==> config.mk <==
export PLATFORM = sky130hd
export DESIGN_NAME = program_loader
export DESIGN_NICKNAME = d
export VERILOG_FILES = /design/src/rtl/program_loader.sv
export SDC_FILE = /design/constraint.sdc
export NUM_CORES = 1
export LEC_CHECK = 0
export CORE_MARGIN = 4
export CORE_UTILIZATION = 30
export CTS_BUF_LIST = sky130_fd_sc_hd__clkbuf_4 sky130_fd_sc_hd__clkbuf_8
export CTS_CLUSTER_SIZE = 28
export DETAILED_ROUTE_END_ITERATION = 8
export PLACE_DENSITY = 0.6
export SYNTH_ARGS = -nofsm -noshare
export SYNTH_HDL_FRONTEND = slang
export SYNTH_SLANG_ARGS = --single-unit
==> constraint.sdc <==
create_clock -name clk -period 1.84 [get_ports clk]
set_clock_uncertainty 0.05 [all_clocks]
set_input_delay 0.276 -clock clk [delete_from_list [all_inputs] [get_ports clk]]
set_output_delay 0.276 -clock clk [all_outputs]
set_load 0.05 [all_outputs]
==> src/rtl/program_loader.sv <==
// Byte-stream program loader: LEN, then HI/LO byte pairs written as 16-bit words.
// Optional trailer checksum enabled by defining PROGRAM_LOADER_CHECKSUM_EN.
module program_loader #(
  parameter int ADDR_W = 8
) (
  input  logic              clk,
  input  logic              reset,
  input  logic              start,
  input  logic [7:0]        in_data,
  input  logic              in_valid,
  output logic              in_ready,
  output logic              mem_we,
  output logic [ADDR_W-1:0] mem_addr,
  output logic [15:0]       mem_wdata,
  output logic              busy,
  output logic              done,
  output logic              error,
  output logic              cpu_run
);

  // Count must hold the full depth (N=0 means 2^ADDR_W) and any raw count byte.
  localparam int CNT_W = (ADDR_W >= 8) ? ADDR_W + 1 : 9;
  localparam logic [CNT_W-1:0] DEPTH = CNT_W'(1) << ADDR_W;

  typedef enum logic [2:0] {
    S_IDLE, S_LEN, S_HI, S_LO, S_WRITE, S_CSUM, S_DONE
  } state_t;

  state_t           state, state_n;
  logic [CNT_W-1:0] word_total, word_cnt, len_ext, len_val;
  logic [7:0]       hi_byte;
  logic             accept, start_load, last_word;

  assign accept     = in_valid & in_ready;
  assign start_load = start & ((state == S_IDLE) | (state == S_DONE));
  assign last_word  = ((word_cnt + CNT_W'(1)) == word_total);

  always_comb begin
    len_ext = CNT_W'(in_data);
    if (in_data == 8'd0 || len_ext > DEPTH)
      len_val = DEPTH;
    else
      len_val = len_ext;
  end

  always_comb begin
    state_n  = state;
    in_ready = 1'b0;
    mem_we   = 1'b0;
    busy     = 1'b1;
    done     = 1'b0;
    case (state)
      S_IDLE: begin
        busy = 1'b0;
        if (start) state_n = S_LEN;
      end
      S_LEN: begin
        in_ready = 1'b1;
        if (in_valid) state_n = S_HI;
      end
      S_HI: begin
        in_ready = 1'b1;
        if (in_valid) state_n = S_LO;
      end
      S_LO: begin
        in_ready = 1'b1;
        if (in_valid) state_n = S_WRITE;
      end
      S_WRITE: begin
        mem_we = 1'b1;
        if (last_word) begin
`ifdef PROGRAM_LOADER_CHECKSUM_EN
          state_n = S_CSUM;
`else
          state_n = S_DONE;
`endif
        end else begin
          state_n = S_HI;
        end
      end
`ifdef PROGRAM_LOADER_CHECKSUM_EN
      S_CSUM: begin
        in_ready = 1'b1;
        if (in_valid) state_n = S_DONE;
      end
`endif
      S_DONE: begin
        busy = 1'b0;
        done = 1'b1;
        if (start) state_n = S_LEN;
      end
      default: begin
        busy    = 1'b0;
        state_n = S_IDLE;
      end
    endcase
    cpu_run = done & ~error;
  end

  always_ff @(posedge clk or negedge reset) begin
    if (!reset) begin
      state      <= S_IDLE;
      word_total <= '0;
      word_cnt   <= '0;
      hi_byte    <= '0;
      mem_addr   <= '0;
      mem_wdata  <= '0;
    end else begin
      state <= state_n;
      if (start_load) begin
        mem_addr <= '0;
        word_cnt <= '0;
      end
      if (accept && state == S_LEN) word_total <= len_val;
      if (accept && state == S_HI)  hi_byte    <= in_data;
      // Word register only updates on the LO byte so mem_wdata is stable outside WRITE.
      if (accept && state == S_LO)  mem_wdata  <= {hi_byte, in_data};
      if (state == S_WRITE) begin
        mem_addr <= mem_addr + ADDR_W'(1);
        word_cnt <= word_cnt + CNT_W'(1);
      end
    end
  end

`ifdef PROGRAM_LOADER_CHECKSUM_EN
  logic [7:0] csum;
  logic       err_q;

  always_ff @(posedge clk or negedge reset) begin
    if (!reset) begin
      csum  <= '0;
      err_q <= 1'b0;
    end else if (start_load) begin
      csum  <= '0;
      err_q <= 1'b0;
    end else if (accept) begin
      if (state == S_CSUM) begin
        if (in_data != csum) err_q <= 1'b1;
      end else begin
        csum <= csum ^ in_data;
      end
    end
  end

  assign error = err_q;
`else
  assign error = 1'b0;
`endif

endmodule

==> summary.md <==
| Metric | Value |
|---|---|
| Starting DRT DRC Count | `91` |
| Vias per inst | `4.80` |
| Unique masters post-synth | `48` |
| Worst relative slew slack | `66.4%` |
| Register area share after synthesis | `about half` |
| First-pass detailed-route iteration total | `4` |
| IO Count | `42` |
| # rows | `33` |
| Comb power frac | `between 50% and 60%` |
| Switching power | `2.32 mW` |
| CP startpoint kind | `flop` |
| Pin count of the biggest net entering global routing | `54` |
| RePlAce Congestion | `just under 0.8` |
| Vias in the first global route | `between 1500 and 2000` |
| Final period util | `between 90 and 100%` |
| Setup-failing EPs final | `0` |
| Switch share | `a little over two fifths` |
| Via count | `between 1500 and 2000` |
| Final instance area | `3350 µm²` |
| Synth-to-Final Area Change | `31.1%` |
| WP data required | `1.51 ns` |
| First-pass GRT wire length | `about 9000 µm` |
| Initial antenna violation count | `0` |
| Die height | `roughly 100 µm` |
| Netlist Area Pre-Place | `between 2000 and 3000 µm²` |
| Clock power frac | `a little over an eighth` |
| Die Wd | `~100 µm` |
| Starting Density | `30.9%` |
| DP Wirelength | `about 3700 µm` |
| Drt total wl | `5250 µm` |
| Cell count after synthesis | `approximately 230` |
| MaxCap Viol Count | `0` |
| Routed Antenna Nets | `0` |
| Gr ovfl total | `0` |
| # port buffers | `40` |
| Synth Warn # | `0` |
| Slowest stage delay, CP | `0.44 ns` |
| Dpl cell area | `~3200 µm²` |
| Kind of critical path | `reg2out` |
| P_leak | `between 1.5 and 2 nW` |
| Min Tclk post-route | `1.74 ns` |
| Remaining DRCs | `0` |
| Power Internal | `slightly above 3 mW` |
| Critical Path AT | `between 1 and 1.5 ns` |
| Die area | `just over 10000 µm²` |
| Later-pin clock latency in the skew report | `about 0.31 ns` |
| Slowest-stage cell, CP | `dfrtp_1` |
| Clock buffer depth | `2` |
| Nets@finish | `294` |
| Hold Crit Class | `in2async` |
| Number of antenna diodes | `0` |
| Max VDD drop | `a little under 0.9 mV` |
| Synth area leader | `dfrtp_1` |
| Slew @ Worst Pin | `0.503 ns` |
| Status | `complete, no violations` |
| Type of destination of the critical path | `primary output` |
| Final hold violations | `0` |
| Final slew viol count | `0` |
| Ranking of synthesized cells by area | `dfrtp_1 52%, mux2_1 14%, o21ai_1 4.1%, nand2_1 2.9%, xor2_1 2.7%` |
| Total track usage | `roughly 11%` |
| TritonCTS Sinks | `53` |
| Crit-path cells | `buf_4 > nor3b_4 > buf_12` |
| Synth Net Count | `240` |
| CTS tree | `done` |
| Core area | `~8300 µm²` |
| Synth top area share | `between 50 and 60%` |
| Pwr dens | `between 1500 and 2000 nW/µm²` |
| Clock buffer count from CTS | `5` |
| Unrepaired setup endpoints after global routing | `false` |
| Max Freq | `574 MHz` |
| Htree depth | `2` |
| Mean Syn Cell Area | `roughly 11 µm²` |
| Total Power | `between 5 and 6 mW` |
| Root Buffer | `clkbuf_8` |
| Yosys reg bits | `between 50 and 60` |
| Worst Path Max Fanout | `9` |
| Reg-to-reg setup timing slack | `approximately 0.13 ns` |
| Layout cells sized above 1 | `between 20% and 30%` |
| Routed WL per cell | `13.6 µm` |
| Sequential share of power | `35.0%` |
| Clock Pin Slew Worst Setup and Hold Paths | `0.10 ns` |
## cells by family (layout without fill, tap and decap cells)
kind of cell               count (synthesis)  count (layout)  synth area share (%)
buffers and inverters                     17              72                  3.53
AOI/OAI and AO/OA                         43              43                  10.1
other                                      1               1                 0.147
muxes                                     33              33                  14.5
adders and majority gates                  2               2                 0.980
and+or+nand+nor                           61              61                  13.1
xor gates and xnor gates                  16              16                  5.78
DFF                                       53              53                  51.9
## synth_stat cells, drive strengths merged
master    n
a2111oi   1
a211oi    1
a21oi     8
a221oi    1
a22o      1
a31oi     1
and2      2
and3      5
and3b     1
and4      2
buf      13
conb      1
dfrtp    53
ha        2
inv       4
mux2     31
mux2i     2
nand2    21
nand2b    2
nand3     7
nand4     2
nor2     12
nor2b     2
nor3      1
nor3b     2
nor4      2
o2111ai   1
o21a      1
o21ai    23
o22ai     1
o31ai     2
o32ai     1
o41ai     1
xnor2     8
xor2      8
## power groups by stage
stage	Combinational (mW)	Sequential, mW	Clock (mW)
2_1_floorplan	1.16	2.53	0
3_3_place_gp	2.73	1.88	0
3_5_place_dp	2.77	1.90	0
4_1_cts	2.80	1.88	0.739
5_1_grt	2.96	1.95	0.783
6_report	2.77	1.88	0.715
## final timing paths
kind	start	endpoint	cells past startpoint
max in group asynchronous	reset	state[2]	3
worst max-delay path	state[1]	done	3
worst max register to register	word_cnt[0]	state[2]	5
worst min-delay path	reset	mem_wdata[9]	3
worst min register to register	mem_addr[7]	mem_addr[7]	1
min in group clk	mem_addr[7]	mem_addr[7]	1
## layout by cell type (no fill, tap or decap), types with 2 or more instances in the layout
cell / count
a21oi_1: 8
and2_1: 2
and3_1: 4
buf_12: 8
buf_4: 34
clkbuf_8: 6
clkdlybuf4s50_1: 10
dfrtp_1: 52
dlymetal6s2s_1: 6
inv_1: 3
mux2_1: 31
mux2i_1: 2
nand2_1: 20
nand2b_1: 2
nand3_1: 6
nand4_1: 2
nor2_1: 10
nor4_1: 2
o21ai_0: 2
o21ai_1: 21
o31ai_1: 2
xnor2_1: 7
xor2_1: 8
## timing repair
item,CTS,global route
setup buffers,0,1
gates resized for setup,2,9
gates cloned,0,0
hold endpoints to repair,53,0
endpoints found under the setup margin,1,20
pin swaps,0,4
hold buffers,1,0
## area by class of cell
| cell class | instances | area, µm² |
|---|---|---|
| Sequential cell | 53 | 1330 |
| Timing Repair Buffer | 60 | 606 |
| Inverter | 4 | 15.0 |
| Multi-Input combinational cell | 156 | 1170 |
| Clock inverter | 2 | 16.3 |
| Clock buffer | 6 | 82.6 |
| Tap cell | 105 | 131 |
| Fill cell | 808 | 4910 |
## layer usage
layer	track usage, %	wire, µm
met5	0	0
met4	3.73	86
met3	2.92	324
met2	16.8	2340
met1	15.5	2500
## worst max-delay path, delay by kind of cell, from the launching register on
kind	cells	cell delay (ns)
buffers and inverters	2	0.37
DFF	1	0.44
and+or+nand+nor	1	0.30
## state kept, by name, summed over array words and instances (netlist names)
register and cells:
mem_wdata 16, hi_byte 8, word_total 9, mem_addr 8, word_cnt 9, state 3
## stage by stage
step | worst slack, ns | TNS (ns) | hold WS (ns) | utilization (%) | cells
after CTS | 0.0155 | 0 | 0.429 | 40.2 | 386
after floorplan | 0.0665 | 0 | -0.0696 | - | 226
final | 0.0977 | 0 | 0.420 | 40.5 | 386
after detailed placement | -0.0279 | -0.0371 | 0.243 | 38.8 | 377
after global placement | 0.00845 | 0 | 0.241 | 38.8 | 377
after global routing | 0.0299 | 0 | 0.453 | 40.5 | 386
Power figures use the tool's default switching activity.
